## src/rtl/mem_access_pkg.sv

```systemverilog
// Shared definitions for the MEM stage: FSM state encodings, timeout defaults
// and the MEM/WB pipeline register layout.
package mem_access_pkg;

  localparam logic [1:0] MEM_IDLE      = 2'd0;
  localparam logic [1:0] MEM_WAIT_GNT  = 2'd1;
  localparam logic [1:0] MEM_WAIT_RESP = 2'd2;

  localparam int DEFAULT_TIMEOUT = 255;
  localparam int CNT_W           = 8;

  typedef struct packed {
    logic [31:0] mem_data;
    logic [31:0] alu_result;
    logic [4:0]  reg_dst;
    logic        mem_to_reg;
    logic        reg_wr_en;
  } memwb_t;

endpackage

```

## src/rtl/dmem_if_fsm.sv

```systemverilog
// Data-memory request/grant/response sequencer: single outstanding access,
// timeout counter, and the stall / bus-error / load-completion strobes.
module dmem_if_fsm
  import mem_access_pkg::*;
#(
  parameter int TIMEOUT = DEFAULT_TIMEOUT
) (
  input  logic clk,
  input  logic reset,
  input  logic i_load,
  input  logic i_store,
  input  logic i_misaligned,
  input  logic i_gnt,
  input  logic i_rvalid,
  output logic o_req,
  output logic o_stall,
  output logic o_bus_err,
  output logic o_load_done
);

  localparam logic [CNT_W-1:0] TIMEOUT_CNT = CNT_W'(TIMEOUT);

  logic [1:0]       state_q, state_d;
  logic [CNT_W-1:0] cnt_q, cnt_d;
  logic             req, stall, bus_err, load_done;
  logic             expired;

  assign expired = (cnt_q == TIMEOUT_CNT);

  // NOTE: every signal gets a default at the top of the block so no path can infer a latch.
  always_comb begin
    state_d   = state_q;
    cnt_d     = cnt_q + 1'b1;
    req       = 1'b0;
    stall     = 1'b0;
    bus_err   = 1'b0;
    load_done = 1'b0;
    case (state_q)
      MEM_IDLE: begin
        cnt_d = '0;
        if (i_load || i_store) begin
          if (i_misaligned) begin
            bus_err = 1'b1;
          end else begin
            req = 1'b1;
            if (!(i_store && i_gnt)) begin
              stall   = 1'b1;
              state_d = i_gnt ? MEM_WAIT_RESP : MEM_WAIT_GNT;
            end
          end
        end
      end
      MEM_WAIT_GNT: begin
        req = 1'b1;
        if (i_gnt) begin
          if (i_store) begin
            state_d = MEM_IDLE;
          end else begin
            stall   = 1'b1;
            state_d = MEM_WAIT_RESP;
            cnt_d   = '0;
          end
        end else if (expired) begin
          bus_err = 1'b1;
          state_d = MEM_IDLE;
        end else begin
          stall = 1'b1;
        end
      end
      MEM_WAIT_RESP: begin
        if (i_rvalid) begin
          load_done = 1'b1;
          state_d   = MEM_IDLE;
        end else if (expired) begin
          bus_err = 1'b1;
          state_d = MEM_IDLE;
        end else begin
          stall = 1'b1;
        end
      end
      default: begin
        state_d = MEM_IDLE;
        cnt_d   = '0;
      end
    endcase
  end

  // Reset wins over any in-flight access: the bus is released in the reset cycle itself.
  assign o_req       = req & ~reset;
  assign o_stall     = stall & ~reset;
  assign o_bus_err   = bus_err & ~reset;
  assign o_load_done = load_done & ~reset;

  // NOTE: sequential state uses non-blocking assignments so all flops update together.
  always_ff @(posedge clk) begin
    if (reset) begin
      state_q <= MEM_IDLE;
      cnt_q   <= '0;
    end else begin
      state_q <= state_d;
      cnt_q   <= cnt_d;
    end
  end

endmodule

```

## src/rtl/mem_access.sv

```systemverilog
// MEM stage of the Light RV32I pipeline: data-memory access, branch/jump
// redirection and the MEM/WB pipeline register.
module mem_access
  import mem_access_pkg::*;
#(
  parameter int TIMEOUT = DEFAULT_TIMEOUT
) (
  input  logic        clk,
  input  logic        reset,
  input  logic [31:0] i_pipe_TargetAddr,
  input  logic [31:0] i_pipe_AluResult,
  input  logic        i_pipe_Zero,
  input  logic [31:0] i_pipe_Reg2Data,
  input  logic [4:0]  i_pipe_RegDst,
  input  logic        i_pipe_MemToReg,
  input  logic        i_pipe_RegWrEn,
  input  logic        i_pipe_MemWrEn,
  input  logic        i_pipe_Branch,
  input  logic        i_pipe_Jump,
  output logic        o_dmem_req,
  output logic        o_dmem_we,
  output logic [31:0] o_dmem_addr,
  output logic [31:0] o_dmem_wdata,
  input  logic        i_dmem_gnt,
  input  logic        i_dmem_rvalid,
  input  logic [31:0] i_dmem_rdata,
  output logic        o_stall,
  output logic        o_PCSrc,
  output logic [31:0] o_PCTarget,
  output logic        o_bus_err,
  output logic [31:0] o_pipe_MemData,
  output logic [31:0] o_pipe_AluResult,
  output logic [4:0]  o_pipe_RegDst,
  output logic        o_pipe_MemToReg,
  output logic        o_pipe_RegWrEn
);

  logic   is_load, is_store, misaligned, load_done;
  memwb_t wb_d, wb_q;

  // MemToReg together with MemWrEn is treated as a store.
  assign is_store   = i_pipe_MemWrEn;
  assign is_load    = i_pipe_MemToReg & ~i_pipe_MemWrEn;
  assign misaligned = (is_load | is_store) & (i_pipe_AluResult[1:0] != 2'b00);

  dmem_if_fsm #(.TIMEOUT(TIMEOUT)) u_dmem_if_fsm (
    .clk          (clk),
    .reset        (reset),
    .i_load       (is_load),
    .i_store      (is_store),
    .i_misaligned (misaligned),
    .i_gnt        (i_dmem_gnt),
    .i_rvalid     (i_dmem_rvalid),
    .o_req        (o_dmem_req),
    .o_stall      (o_stall),
    .o_bus_err    (o_bus_err),
    .o_load_done  (load_done)
  );

  // Upstream holds EX/MEM stable while stalled, so the bus fields stay put in WAIT_GNT.
  assign o_dmem_we    = is_store;
  assign o_dmem_addr  = {i_pipe_AluResult[31:2], 2'b00};
  assign o_dmem_wdata = i_pipe_Reg2Data;

  assign o_PCSrc    = (i_pipe_Branch & i_pipe_Zero) | i_pipe_Jump;
  assign o_PCTarget = i_pipe_TargetAddr;

  // Stalled or aborted cycles leave an all-zero bubble so WB never writes twice.
  always_comb begin
    wb_d = '0;
    if (!(o_stall || o_bus_err)) begin
      wb_d.alu_result = i_pipe_AluResult;
      wb_d.reg_dst    = i_pipe_RegDst;
      if (load_done) begin
        wb_d.mem_data   = i_dmem_rdata;
        wb_d.mem_to_reg = i_pipe_MemToReg;
        wb_d.reg_wr_en  = i_pipe_RegWrEn;
      end else if (!is_store) begin
        wb_d.mem_to_reg = i_pipe_MemToReg;
        wb_d.reg_wr_en  = i_pipe_RegWrEn;
      end
    end
  end

  always_ff @(posedge clk) begin
    if (reset) wb_q <= '0;
    else       wb_q <= wb_d;
  end

  assign o_pipe_MemData   = wb_q.mem_data;
  assign o_pipe_AluResult = wb_q.alu_result;
  assign o_pipe_RegDst    = wb_q.reg_dst;
  assign o_pipe_MemToReg  = wb_q.mem_to_reg;
  assign o_pipe_RegWrEn   = wb_q.reg_wr_en;

endmodule
```

## config.mk

```make
export PLATFORM = sky130hd
export DESIGN_NAME = mem_access
export DESIGN_NICKNAME = d
export VERILOG_FILES = /design/src/rtl/mem_access_pkg.sv /design/src/rtl/dmem_if_fsm.sv /design/src/rtl/mem_access.sv
export SDC_FILE = /design/constraint.sdc
export NUM_CORES = 1
export LEC_CHECK = 0
export CORE_AREA = 3 3 120 122
export DETAILED_ROUTE_END_ITERATION = 12
export DIE_AREA = 0 0 123 125
export GPL_ROUTABILITY_DRIVEN = 1
export MAX_ROUTING_LAYER = met4
export PLACE_DENSITY = 0.72
export SLEW_MARGIN = 20
export SYNTH_ARGS = -nofsm -noshare
export SYNTH_HDL_FRONTEND = slang
export SYNTH_SLANG_ARGS = --single-unit
```

## constraint.sdc

```tcl
create_clock -name clk -period 3.02 [get_ports clk]
set_clock_uncertainty 0.2 [all_clocks]
set_input_delay 0.906 -clock clk [delete_from_list [all_inputs] [get_ports clk]]
set_output_delay 0.906 -clock clk [all_outputs]
set_load 0.1 [all_outputs]
```

# ---- Word level (Yosys, flattened, before mapping)
# Cells that the tools add are included.
# Widths: inputs -> output; s select.
dict set report totals {
  word_cells 67
  ff_bits 81
  mem_bits_rw 0
  latch_bits 0
  mem_bits_ro 0
  output_inout_bits 172
  n_memories 0
  inputBits 143
}
dict set report op_classes {
  bitwise 12
  n_div 0
  n_mul 0
  n_addsub 1
  magnitude_cmp 0
  eq_ne 6
  mux 33
  n_reduce_logical 8
  shift 0
}
# op n
set op_table {}
lappend op_table {{$mux 2} 10}
lappend op_table {{$mux 1} 16}
lappend op_table {{$mux 8} 2}
lappend op_table {{$pmux 8 s2} 1}
lappend op_table {{$add 8x1->8 const B} 1}
lappend op_table {{$eq 8x8->1 const B} 1}
lappend op_table {{$and 1x1->1} 7}
lappend op_table {{$pmux 1 s3} 2}
lappend op_table {{$pmux 2 s3} 1}
lappend op_table {{$ne 2x2->1 const B} 2}
lappend op_table {{$not 1->1} 3}
lappend op_table {{$reduce_and 3->1} 1}
lappend op_table {{$reduce_or 3->1} 1}
lappend op_table {{$eq 2x1->1 const B} 1}
lappend op_table {{$eq 2x2->1 const B} 1}
lappend op_table {{$logic_not 2->1} 1}
lappend op_table {{$logic_or 1x1->1} 2}
lappend op_table {{$ne 2x1->1 const B} 1}
lappend op_table {{$or 1x1->1} 2}
lappend op_table {{$pmux 1 s2} 1}
lappend op_table {{$reduce_bool 2->1} 1}
lappend op_table {{$reduce_or 2->1} 1}
lappend op_table {{$logic_and 1x1->1} 1}

# ---- Depth between registers and ports, before layout
dict set report logic_depth {
  depth_word 10
  depth_mapped 7
  depth_no_buf 6
}

# ---- Modules after synthesis
# Synthesis repeated with hierarchy kept, for this count alone.
dict set report unflattened {
  hier_cells 329
  area_unflattened_um2 3399.5
}
# mod area_each_um2 instances seq_area_each_um2 cells_per_inst
set by_module_without_submodules {}
lappend by_module_without_submodules {mem_access 2733.9 1 1421.4 253}
lappend by_module_without_submodules {dmem_if_fsm 665.6 1 200.2 76}

# ---- Worst setup path before layout
# OpenSTA, ideal clock, no wires.
dict set report synth_path {
  path_type {input port to output port}
  from {in i_pipe_AluResult[1]}
  to {out o_dmem_req}
  path_slack_ns -0.713
  path_stages 4
  t_required_ns 1.914
  n_path_buf 0
  arrival_ns 2.627
  path_cell_list {or2_2 nor2_1 nor2_1 nor2_1}
}
dict set report synth_via {
  elab_chain_len 6
}
# item line
set synth_lines {}
lappend synth_lines {{start, declared} mem_access.sv:11} ;# input logic [31:0] i_pipe_AluResult,
lappend synth_lines {{$reduce_bool 2->1} mem_access.sv:44} ;# assign misaligned = (is_load | is_store) & (i_pipe_AluResult[1:0] != 2'b00);
lappend synth_lines {{$and 1x1->1} mem_access.sv:44}
lappend synth_lines {{$mux 1} dmem_if_fsm.sv:42} ;# if (i_misaligned) begin
lappend synth_lines {{$mux 1} dmem_if_fsm.sv:41} ;# if (i_load || i_store) begin
lappend synth_lines {{$pmux 1 s2} dmem_if_fsm.sv:38} ;# case (state_q)
lappend synth_lines {{$and 1x1->1} dmem_if_fsm.sv:89} ;# assign o_req = req & ~reset;
lappend synth_lines {{end, declared} mem_access.sv:20} ;# output logic o_dmem_req,
# Every way passes these cells.

# ---- Worst setup path in the final report
dict set report layout_path {
  from {in i_pipe_MemWrEn}
  to {out o_stall}
}
dict set report layout_via {
  elab_chain_len 8
  elab_cells_between_ends 13
  classes_between {mux: 6; bitwise: 5; reduce/logical: 2}
}
# item line
set layout_lines {}
lappend layout_lines {{start, declared} mem_access.sv:17} ;# input logic i_pipe_MemWrEn,
lappend layout_lines {{$not 1->1} mem_access.sv:43} ;# assign is_load = i_pipe_MemToReg & ~i_pipe_MemWrEn;
lappend layout_lines {{$and 1x1->1} mem_access.sv:43}
lappend layout_lines {{$or 1x1->1} mem_access.sv:44}
lappend layout_lines {{$and 1x1->1} mem_access.sv:44}
lappend layout_lines {{$mux 1} dmem_if_fsm.sv:42}
lappend layout_lines {{$mux 1} dmem_if_fsm.sv:41}
lappend layout_lines {{$pmux 1 s3 (*)} dmem_if_fsm.sv:38}
lappend layout_lines {{$and 1x1->1 (*)} dmem_if_fsm.sv:90} ;# assign o_stall = stall & ~reset;
lappend layout_lines {{end, declared} mem_access.sv:27} ;# output logic o_stall,
# Mark *: on every way between the ends. The rest lies on a longest branch, timed or not.

==> results.ini <==
[worst_setup_path]
cp_data_arrival_time_ns = 2.01
timing.reg2reg.setup_slack_ns = 0.63
r2r-start = u_dmem_if_fsm.state_q[0]$_SDFFE_PP0P_
ff2ff_path_depth = 8
crit_path_max_fanout = 6
required_ns = 1.91
endpoint_kind = primary output
path_class = input port to primary output
startpoint_type = input port
r2r-end = o_pipe_MemToReg$_SDFF_PP0_

[timing]
drv_slew = 0
tns_ns = -0.0978
grt_setup_unrepaired = true
clock.fmax_mhz = 321
finalSetupViolCount = 1
fin_crit_sh = 1.03
setup_slack_ns = -0.0978
fin_crit_ns = 3.12
finalHoldViolations = 0

[global_route]
grt-ovfl-total = 0
grt_use_total = 0.132
antenna_found_initial = 0
grt_pass1_wl_um = 15200
grt_max_degree = 38
grt_pass1_vias = 2705

[routing]
avgViaCountPerCell = 4.11
drt.antenna.violating_nets = 0
routed_wl_um = 10400
drc = 0
vias = 2724
wl_per_cell_um = 15.8
drt_first_iter_violations = 100
firstDrtPassIters = 4

[clock_tree]
clockRootBuffer = clkbuf_16
cts_max_level = 3
cts_buffers = 9
clock_latency_ns = 0.34
cts_sinks = 81
clockBufferDepth = 2
postCtsHoldBufs = 0
cts_tree = done
clk_pin_slew_ns = 0.06

[synth]
yosysSeqAreaShare = 0.463
avgSynthCellArea_sq_um = 9.43
synth_ff_type = dfxtp_1
async_flop_share = 0
postSynthCellCount = 371
synth_edf_count = 0
synth_top_area_frac = 0.463
netlist_area_sq_um = 3500
synth.distinct_cells = 38
synth_top_area_cell = dfxtp_1
synth-seq-cells = 81
yosys-top-cells-area = dfxtp_1 (46%), buf_4 (21%), and2_1 (6.6%)
yosys_warnings = 0

[min_path]
hp-class = register to register
holdPathStages = 1
hold-path-endpoint = u_dmem_if_fsm.cnt_q[0]$_SDFF_PP0_
hp-start = u_dmem_if_fsm.cnt_q[0]$_SDFF_PP0_

[placement]
dp_slack_ns = -0.634
io_buffer_count = 184
hpwl_um = 8440
place.gp.congestion = 0.808

[outcome]
violations = negative setup slack
outcome = complete, but fails checks

[finish]
fill_cells = 1239
antennaDiodeCount = 0
area_growth_pct = 58.4
regArea_sq_um = 1620
drive_gt1_frac = 0.351
fin_nets = 630
multiInputGateArea_sq_um = 1160

[die]
die_h_um = 125
ios = 315
die-area_sq_um = 15400
die_w_um = 123
core_sq_um = 13300
start_util = 0.263
num_rows = 42

[flow_run]
cap_violations = 0

[power_and_ir_drop]
powerDensity_nw_per_um2 = 557
ir_drop_uv = 260
leakagePower_nw = 2.44

==> synth_stat cells, drive strengths merged (4+ instances only) <==
library cell  instances
a21o                  4
and2                 37
and3                  4
buf                 104
clkbuf                6
dfxtp                81
ha                    5
inv                   6
nand2                 6
nand2b                4
nand3                37
nor2                 44
xor2                  5
==> power breakdown <==
group | total (mW) | switching (mW) | internal [mW]
combinational | 0.926 | 0.619 | 0.306
sequential | 1.12 | 0.0126 | 1.11
clock | 1.04 | 0.468 | 0.572
==> through the flow <==
stage	utilization	instances	area, sq um	hold WS [ns]	power (mW)
2_1_floorplan	-	372	3560	0.242	2.16
3_3_place_gp	0.389	644	5180	0.257	2.06
3_5_place_dp	0.389	644	5180	0.274	2.06
4_1_cts	0.414	663	5510	0.289	3.12
5_1_grt	0.417	663	5540	0.333	3.21
6_report	0.417	663	5540	0.287	3.09
==> worst max path at each step <==
| stage | endpoint | from | slack (ns) | cells after the start |
|---|---|---|---|---|
| 2_1_floorplan | o_stall | i_dmem_gnt | -0.06 | 4 |
| 3_3_place_gp | o_stall | i_pipe_MemWrEn | -0.56 | 5 |
| 3_5_place_dp | o_stall | i_pipe_MemWrEn | -0.63 | 5 |
| 4_1_cts | o_stall | i_pipe_MemWrEn | -0.13 | 5 |
| 5_1_grt | o_stall | i_pipe_MemWrEn | -0.13 | 5 |
| 6_report | o_stall | i_pipe_MemWrEn | -0.1 | 5 |
==> placed cells by master (no fill, tap or decap), types with 4 or more instances in the layout <==
master           instances
a21o_1                   4
and2_1                  37
buf_12                  39
buf_2                    4
buf_4                   92
clkbuf_16                9
clkdlybuf4s50_1         71
dfxtp_1                 80
inv_1                    6
nand2_1                  4
nand3_1                 37
nor2_1                  42
xor2_1                   5
==> routing by layer <==
layer,share of wire,vias up,track usage
li1,-,1328,-
met1,0.32,1213,0.122
met2,0.54,153,0.244
met3,0.11,30,0.0456
met4,0.022,0,0.0541
met5,0,-,-
==> repair_timing <==
action                     CTS  global route
setup endpoints to repair    4             3
buffers inserted             3             0
pin swaps                    3             2
gates resized for setup     33             6
==> area by class of cell <==
class | instances | area share
inverter | 6 | 0.00406
multi-input combinational | 175 | 0.209
clock inverter | 7 | 0.0111
timing repair buffer | 209 | 0.402
clock buffer | 9 | 0.0406
sequential | 81 | 0.293
tap | 176 | 0.0397
==> logic make-up after synthesis <==
family,after synthesis,synth area share
adder cells (fa/ha/maj),5,0.0179
AND/OR/NAND/NOR,140,0.203
flip-flops,81,0.463
AO/OA/AOI/OAI,22,0.0626
XOR/XNOR,6,0.0150
other,1,0.00107
buffers and inverters,116,0.237
==> state kept, by name (all words and copies together) (netlist names) <==
register,cells
o_pipe_MemData,32
o_pipe_AluResult,32
o_pipe_RegDst,5
o_pipe_RegWrEn,1
u_dmem_if_fsm.cnt_q,8
u_dmem_if_fsm.state_q,2
o_pipe_MemToReg,1
==> worst max-delay path, stage by stage <==
cell	delay [ns]
buf_12	0.11
nand2b_4	0.14
a2111oi_4	0.39
a22o_1	0.26
buf_12	0.19
Note: power is estimated with default switching activity, not from simulation.
